### src/rtl/cpu_pkg.sv
// Shared widths and the {pc, instruction} entry type used by the fetch stage.
package cpu_pkg;

  localparam int unsigned ADDR_W  = 64;
  localparam int unsigned INSTR_W = 32;
  localparam logic [ADDR_W-1:0] PC_STEP = 64'd4;

  typedef struct packed {
    logic [ADDR_W-1:0]  pc;
    logic [INSTR_W-1:0] instr;
  } fetch_entry_t;

endpackage

### src/rtl/fetch_fifo.sv
// DEPTH-entry FIFO of fetch entries with push/pop/flush and async active-low reset.
module fetch_fifo
  import cpu_pkg::*;
#(
  parameter int unsigned DEPTH = 4
) (
  input  logic         clk,
  input  logic         rst_n,
  input  logic         push,
  input  logic         pop,
  input  logic         flush,
  input  fetch_entry_t wr_data,
  output fetch_entry_t rd_data,
  output logic         full,
  output logic         empty
);

  localparam int unsigned PW = (DEPTH > 1) ? $clog2(DEPTH) : 1;
  localparam int unsigned CW = PW + 1;

  fetch_entry_t         mem_q [DEPTH];
  logic [PW-1:0]        wr_ptr_q;
  logic [PW-1:0]        rd_ptr_q;
  logic [CW-1:0]        count_q;
  logic                 do_push;
  logic                 do_pop;

  assign full    = (count_q == CW'(DEPTH));
  assign empty   = (count_q == '0);
  assign do_pop  = pop & ~empty;
  assign do_push = push & (~full | do_pop);
  assign rd_data = mem_q[rd_ptr_q];

  always_ff @(posedge clk or negedge rst_n) begin
    if (!rst_n) begin
      for (int i = 0; i < DEPTH; i++) begin
        mem_q[i] <= '0;
      end
      wr_ptr_q <= '0;
      rd_ptr_q <= '0;
      count_q  <= '0;
    end else if (flush) begin
      wr_ptr_q <= '0;
      rd_ptr_q <= '0;
      count_q  <= '0;
    end else begin
      if (do_push) begin
        mem_q[wr_ptr_q] <= wr_data;
        wr_ptr_q        <= wr_ptr_q + 1'b1;
      end
      if (do_pop) begin
        rd_ptr_q <= rd_ptr_q + 1'b1;
      end
      unique case ({do_push, do_pop})
        2'b10:   count_q <= count_q + 1'b1;
        2'b01:   count_q <= count_q - 1'b1;
        default: count_q <= count_q;
      endcase
    end
  end

endmodule

### src/rtl/fetch_queue.sv
// Fetch stage: PC register, imem drive, redirect/flush priority and the entry FIFO.
// Optional perf counters are built when FETCH_PERF_CNT_EN is defined.
module fetch_queue
  import cpu_pkg::*;
#(
  parameter int unsigned       DEPTH    = 4,
  parameter logic [ADDR_W-1:0] PC_RESET = 64'd0
) (
  input  logic               clk,
  input  logic               reset,
  input  logic               fetch_en,
  output logic [ADDR_W-1:0]  imem_addr,
  input  logic [INSTR_W-1:0] imem_instr,
  input  logic               redirect_valid,
  input  logic [ADDR_W-1:0]  redirect_pc,
  output logic               dec_valid,
  input  logic               dec_ready,
  output logic [INSTR_W-1:0] dec_instr,
  output logic [ADDR_W-1:0]  dec_pc,
`ifdef FETCH_PERF_CNT_EN
  output logic [31:0]        perf_stall_cyc,
  output logic [31:0]        perf_flush_cnt,
`endif
  output logic               fetch_full
);

  logic [ADDR_W-1:0] pc_q;
  logic [ADDR_W-1:0] pc_d;
  logic              push;
  logic              pop;
  logic              empty;
  fetch_entry_t      wr_entry;
  fetch_entry_t      head;

  // Redirect wins over everything: no push or pop in a flush cycle.
  assign pop  = dec_valid & dec_ready & ~redirect_valid;
  assign push = fetch_en & ~redirect_valid & (~fetch_full | pop);

  assign wr_entry.pc    = pc_q;
  assign wr_entry.instr = imem_instr;

  always_comb begin
    pc_d = pc_q;
    if (redirect_valid) begin
      pc_d = redirect_pc & ~64'd3;
    end else if (push) begin
      pc_d = pc_q + PC_STEP;
    end
  end

  always_ff @(posedge clk or negedge reset) begin
    if (!reset) begin
      pc_q <= PC_RESET;
    end else begin
      pc_q <= pc_d;
    end
  end

  fetch_fifo #(
    .DEPTH (DEPTH)
  ) u_fifo (
    .clk     (clk),
    .rst_n   (reset),
    .push    (push),
    .pop     (pop),
    .flush   (redirect_valid),
    .wr_data (wr_entry),
    .rd_data (head),
    .full    (fetch_full),
    .empty   (empty)
  );

  assign imem_addr = pc_q;
  assign dec_valid = ~empty;
  assign dec_instr = head.instr;
  assign dec_pc    = head.pc;

`ifdef FETCH_PERF_CNT_EN
  logic stall_inc;
  assign stall_inc = fetch_en & fetch_full & ~pop;

  always_ff @(posedge clk or negedge reset) begin
    if (!reset) begin
      perf_stall_cyc <= '0;
      perf_flush_cnt <= '0;
    end else begin
      if (stall_inc && (perf_stall_cyc != 32'hFFFF_FFFF)) begin
        perf_stall_cyc <= perf_stall_cyc + 32'd1;
      end
      if (redirect_valid && (perf_flush_cnt != 32'hFFFF_FFFF)) begin
        perf_flush_cnt <= perf_flush_cnt + 32'd1;
      end
    end
  end
`endif

endmodule

### config.mk
export PLATFORM = sky130hd
export DESIGN_NAME = fetch_queue
export DESIGN_NICKNAME = d
export VERILOG_FILES = /design/src/rtl/cpu_pkg.sv /design/src/rtl/fetch_fifo.sv /design/src/rtl/fetch_queue.sv
export SDC_FILE = /design/constraint.sdc
export NUM_CORES = 1
export LEC_CHECK = 0
export BUFFER_PORTS_ARGS = -buffer_cell sky130_fd_sc_hd__buf_2
export CORE_MARGIN = 5
export CORE_UTILIZATION = 53
export DETAILED_ROUTE_END_ITERATION = 10
export GPL_ROUTABILITY_DRIVEN = 0
export PLACE_DENSITY = 0.88
export RECOVER_POWER = 25
export SYNTH_ARGS = -nofsm -noshare
export SYNTH_HDL_FRONTEND = slang
export SYNTH_SLANG_ARGS = --single-unit
### constraint.sdc
create_clock -name clk -period 2.3 [get_ports clk]
set_input_delay 0.115 -clock clk [delete_from_list [all_inputs] [get_ports clk]]
set_output_delay 0.115 -clock clk [all_outputs]
set_load 0.03 [all_outputs]
Yosys cells after proc, flatten, opt, wreduce, memory -nomap -nowiden
Cells that the tools add are included.
{ "word_totals": {"reg_bits": 455, "inputBits": 101, "out_inout_bits": 162, "elab_cells": 57} }
{ "op_classes": {"add_sub_neg": 5, "order_cmp": 3, "eq_ne": 3, "n_mux": 14, "bitwise_logic": 13, "reduce_logical": 7} }
{ "op_table": {"columns": ["cell", "n"], "rows": [
  ["$bwmux 384", 1],
  ["$mux 96", 3],
  ["$bmux 96 s2", 1],
  ["$demux 96 s2", 1],
  ["$mux 64", 2],
  ["$add 64x3->64 const B", 1],
  ["$mux 2", 4],
  ["$and 1x1->1", 6],
  ["$ge 3x3->1 const B", 2],
  ["$not 2->3", 2],
  ["$pmux 3 s2", 1],
  ["$reduce_bool 2->1", 3],
  ["$add 2x1->2 const B", 2],
  ["$add 3x1->3 const B", 1],
  ["$eq 3x3->1 const B", 1],
  ["$logic_not 3->1", 1],
  ["$lt 3x1->1 const B", 1],
  ["$mux 3", 1],
  ["$not 1->1", 3],
  ["$reduce_bool 3->1", 1],
  ["$sub 3x1->3 const B", 1],
  ["$eq 2x1->1 const B", 1],
  ["$eq 2x2->1 const B", 1],
  ["$or 1x1->1", 2],
  ["2 further kinds", 2]
]} }

Longest topological paths before layout
{ "depth": {"depth_word": 10, "ltp_mapped": 8, "depth_no_buf": 7} }

Cells and area by module
A second synthesis with hierarchy kept.
{ "hier_totals": {"hier_cells": 1436, "area_unflattened_um2": 21343.0} }
{ "by_module_without_submodules": {"columns": ["mod", "n_inst", "cells_each", "area_per_inst_um2", "seq_area_each_um2"], "rows": [
  ["fetch_fifo", 1, 991, 17568.1, 9784.4],
  ["fetch_queue", 1, 445, 3774.9, 1551.5]
]} }

Worst setup path after synthesis
Ideal clock, no wire load.
{ "synth_path": {"kind": "register -> register", "startpoint": "register pc_q[13], in the netlist imem_addr[13]", "endpoint": "register pc_q[43], in the netlist imem_addr[43]", "setup_ns": 0.082, "arrival_ns": 2.523, "t_required_ns": 2.218, "setup_slack_ns": -0.305, "path_stages_with_launch": 9, "n_path_buf": 3, "period_less_slack_ns": 2.605, "path_cell_list": "dfrtp_1 > clkbuf_2 > nand4_1 > or4_1 > clkbuf_1 > or3_1 > clkbuf_2 > or4_1 > a31oi_1"} }
{ "synth_via": {"elab_chain_len": 3} }
{ "synth_rtl": {"columns": ["element", "line", "source"], "rows": [
  ["start, declared", "fetch_queue.sv:27", "logic [ADDR_W-1:0] pc_q;"],
  ["start signal, assigned", "fetch_queue.sv:55", "pc_q <= pc_d;"],
  ["$add 64x3->64", "fetch_queue.sv:47", "pc_d = pc_q + PC_STEP;"],
  ["$mux 64", "fetch_queue.sv:46", "end else if (push) begin"],
  ["$mux 64", "fetch_queue.sv:44", "if (redirect_valid) begin"]
]} }
Every way passes these cells. The select of a mux whose other input is x is not followed.
A chain may end at the register's enable or synchronous reset.

Final worst setup path
{ "layout_path": {"startpoint": "register u_fifo.rd_ptr_q[0]", "endpoint": "output dec_pc[58]"} }
{ "layout_via": {"elab_chain_len": 4} }
{ "layout_rtl": {"columns": ["element", "line", "source"], "rows": [
  ["start, declared", "fetch_fifo.sv:23", "logic [PW-1:0] rd_ptr_q;"],
  ["start signal, assigned", "fetch_fifo.sv:52", "rd_ptr_q <= rd_ptr_q + 1'b1;"],
  ["$not 2->3 (not written as such)", "fetch_fifo.sv:32", "assign rd_data = mem_q[rd_ptr_q];"],
  ["$bmux 96 s2", "fetch_fifo.sv:32", null],
  ["$mux 96 (not written as such) (2 in series)", "fetch_fifo.sv:32", null],
  ["end, declared", "fetch_queue.sv:19", "output logic [ADDR_W-1:0] dec_pc,"]
]} }
Every way passes these cells. The select of a mux whose other input is x is not followed.

==> flow_summary_export.csv <==
group,metric,value,unit
timing,tns,0,ns
worst_setup_path,reg2reg_from,"u_fifo.count_q[1]",
worst_setup_path,cpLargestDelayFamily,"multiplexers",
final_layout,multi_input_area,9021,um^2
die,core_area,38560,um^2
clocking,cts_tree,"done",
synthesis,yosysSeqAreaShare,0.5395,
pwr,p_leak,11.75,nW
grt,grt_pass1_vias,15800,
run_status,violations,"capacitance limit, slew limit",
worst_setup_path,worst-path-max-fanout,7,
clocking,clock_latency,0.57,ns
die,die_w,207.3,um
timing,min_period,2.278,ns
worst_setup_path,crit_cells,4,
grt,grt_max_degree,73,
pwr,ir_drop,0.0008477,V
grt,antenna_found_initial,2,
final_layout,syn_to_final_growth,27.95,%
die,ioPinCount,263,
die,rows,72,
synthesis,yosys-top-cells-area,"dfrtp_1 (54%), mux2_2 (21%), mux4_2 (10%)",
routing,first_pass_iters,7,
placed_design,port_buffers,256,
worst_setup_path,cp-end-kind,"output port",
synthesis,ys.flop_type,"dfrtp_1",
routing,vias,14710,
clocking,cts.root.buffer_cell,"clkbuf_16",
worst_setup_path,setup.worst_path.start_class,"flop",
die,die_height,207.3,um
routing,drt_iter0_drc,1067,
clocking,clockBufferDepth,3,
worst_setup_path,max_stage_delay,0.55,ns
worst_setup_path,cp.arrival,2.16,ns
timing,fmax,0.4390,GHz
final_layout,final_util,0.6849,
die,die_area,42990,um^2
timing,setup_viol,0,
die,start_util,0.5353,
synthesis,avgSynthCellArea,13.96,um^2
grt,grt.total_usage,0.2754,
synthesis,synthArstFlopShare,1.000,
timing,slew_viol_final,68,
worst_setup_path,crit_type,"reg2out",
synthesis,synthTopCellsByCount,"dfrtp_1 (445), mux2_2 (379), mux4_2 (94)",
grt,grt-ovfl-total,0,
synthesis,netlist.area_leader.share,0.5395,
run_status,status,"finished, violations left",
clocking,cts_max_level,2,
placed_design,place_hpwl,36.60,mm
synthesis,ys_ff_latch,445,
worst_setup_path,timing.critical_path.buf_inv,3,
hold_path,hold_start,"redirect_pc[30]",
final_layout,nets,2003,
clocking,clkSinkCount,445,
routing,wirelength,59.79,mm
job,maxCapViolations,1,
clocking,cts_inserted_buffers,46,
timing,fin_skew,0.01937,ns
synthesis,syn_inst,1478,
final_layout,drive_gt1_frac,0.5158,
hold_path,hold_path_end,"imem_addr[30]",
hold_path,worstHoldPathCells,4,
routing,ant_nets,0,
synthesis,yosysWarnings,0,
timing,worst_pin_slew,1.929,ns
synthesis,synth_area_leader_cell,"dfrtp_1",
routing,vias_per_cell,6.005,
timing,rsz0062_at_grt,"true",
final_layout,n_fill_cell,2471,
worst_setup_path,critPathSlowestCell,"mux4_2",
timing,hold_viol,0,
hold_path,hold_class,"in2reg",
worst_setup_path,rrSetupSlack,0.08,ns
synthesis,synth.most_common_cell,"dfrtp_1",
worst_setup_path,reg2reg_depth,7,
worst_setup_path,cp_cell_sequence,"buf_12, clkbuf_16, mux4_2, buf_6",
timing,period_share,0.9904,
grt,grt_pass1_wl,93.91,mm
synthesis,synth_enable_flop_cells,0,
clocking,clkTransAtPathRegs,0.06,ns
final_layout,regArea,11180,um^2
routing,drc,0,
worst_setup_path,worstReg2RegEnd,"u_fifo.mem_q[279]",
pwr,powerDensity,1070,nW/um^2
timing,max-slew-margin-rel,-0.2860,
pwr,total_power,28.27,mW
synthesis,synth_cell_type_count,53,
routing,post_drt_wl_per_cell,24.41,um
synthesis,synth_area,20640,um^2
worst_setup_path,required,2.18,ns
## final cells by class
cell class | count | area share
diodes | 2 | 0.0001895
clock buffers | 68 | 0.05169
clock inverters | 13 | 0.004074
inverters | 10 | 0.001421
multi-input cells | 892 | 0.3416
flip-flops and latches | 445 | 0.4232
well taps | 518 | 0.02454
repair buffers | 501 | 0.1533
## worst reg2reg max path, delay by kind of cell, from the launching register on
kind | cells | cell delay (ns)
and+or+nand+nor | 4 | 0.87
DFF | 1 | 0.42
buffers and inverters | 2 | 0.40
muxes | 1 | 0.42
## power breakdown
part	total (mW)	switching (mW)	leakage, nW	internal (mW)
Sequential	11.8	1.54	5.49	10.3
Combinational	9.11	4.51	5.54	4.60
Clock	7.36	3.14	0.717	4.22
Total	28.3	9.19	11.7	19.1
## repair_timing
| item | in CTS | in global routing |
|---|---|---|
| gates cloned | 1 | 1 |
| hold buffers | 103 | 0 |
| setup buffers | 5 | 2 |
| endpoints found under the hold margin | 259 | 0 |
| endpoints found under the setup margin | 88 | 88 |
| pin swaps | 0 | 0 |
| gates resized for setup | 101 | 28 |
## registers in the layout, summed over array words and instances (netlist names)
name / cells
u_fifo.mem_q: 376
imem_addr: 62
u_fifo.count_q: 3
u_fifo.rd_ptr_q: 2
u_fifo.wr_ptr_q: 2
## logic make-up after synthesis
logic type | share of synthesized area
AO/OA/AOI/OAI | 0.02255
XOR/XNOR | 0.01825
adder cells (fa/ha/maj) | 0.004001
buffers and inverters | 0.03073
flip-flops | 0.5395
multiplexers | 0.3118
other | 0.0001817
AND/OR/NAND/NOR | 0.07299
## metal layers
layer,up-vias,wire length (um),track usage
met2,583,30490,0.4666
met1,7709,23540,0.3518
li1,6248,-,-
met3,165,3056,0.04640
met4,2,2687,0.1229
met5,-,13,0
## cell usage in the layout (no fill, tap or decap), types with 4 or more instances in the layout
cell type,Yosys,final
a21oi_1,8,8
a22oi_1,9,9
a31oi_1,6,6
and3_1,7,7
and4_1,7,7
buf_12,0,21
buf_2,53,196
buf_4,5,123
buf_6,0,50
clkbuf_1,55,10
clkbuf_16,0,48
clkbuf_8,0,11
clkinv_2,0,6
clkinvlp_4,0,4
conb_1,1,4
dfrtp_1,445,417
dfrtp_2,0,26
dlygate4sd3_1,0,103
ha_1,5,4
inv_1,9,9
mux2_2,379,379
mux2i_1,5,5
mux4_2,94,94
nand2_1,88,83
nand2_4,0,5
nand3_1,40,40
nand4_1,20,20
nor2_1,34,34
nor2b_1,13,13
nor3_1,12,11
nor4_1,22,16
nor4_2,0,5
o21ai_0,39,39
o31ai_1,4,4
or3_1,7,6
or4_1,15,14
xnor2_1,27,27
xor2_1,16,16
## per-stage QoR
step / setup slack [ns] / area [um^2] / cells / hold slack (ns)
floorplan: -0.1770 / 20840 / 1481 / -0.1806
global placement: 0.01385 / 23430 / 2256 / 0.1563
detailed placement: -0.01572 / 23430 / 2256 / 0.1647
CTS: -0.04634 / 26350 / 2446 / 0.1548
global route: -0.05645 / 26410 / 2448 / 0.3221
finish: 0.02216 / 26410 / 2449 / 0.3077
## worst max path at each step
stage               slack (ns)       endpoint          startpoint
floorplan                -0.18  imem_addr[43]        imem_addr[9]
global placement          0.01  imem_addr[42]        imem_addr[3]
detailed placement       -0.02  imem_addr[42]        imem_addr[3]
CTS                      -0.05   dec_instr[4]  u_fifo.rd_ptr_q[0]
global route             -0.06     dec_pc[32]  u_fifo.rd_ptr_q[0]
finish                    0.02     dec_pc[58]  u_fifo.rd_ptr_q[0]
Power figures use the tool's default switching activity.
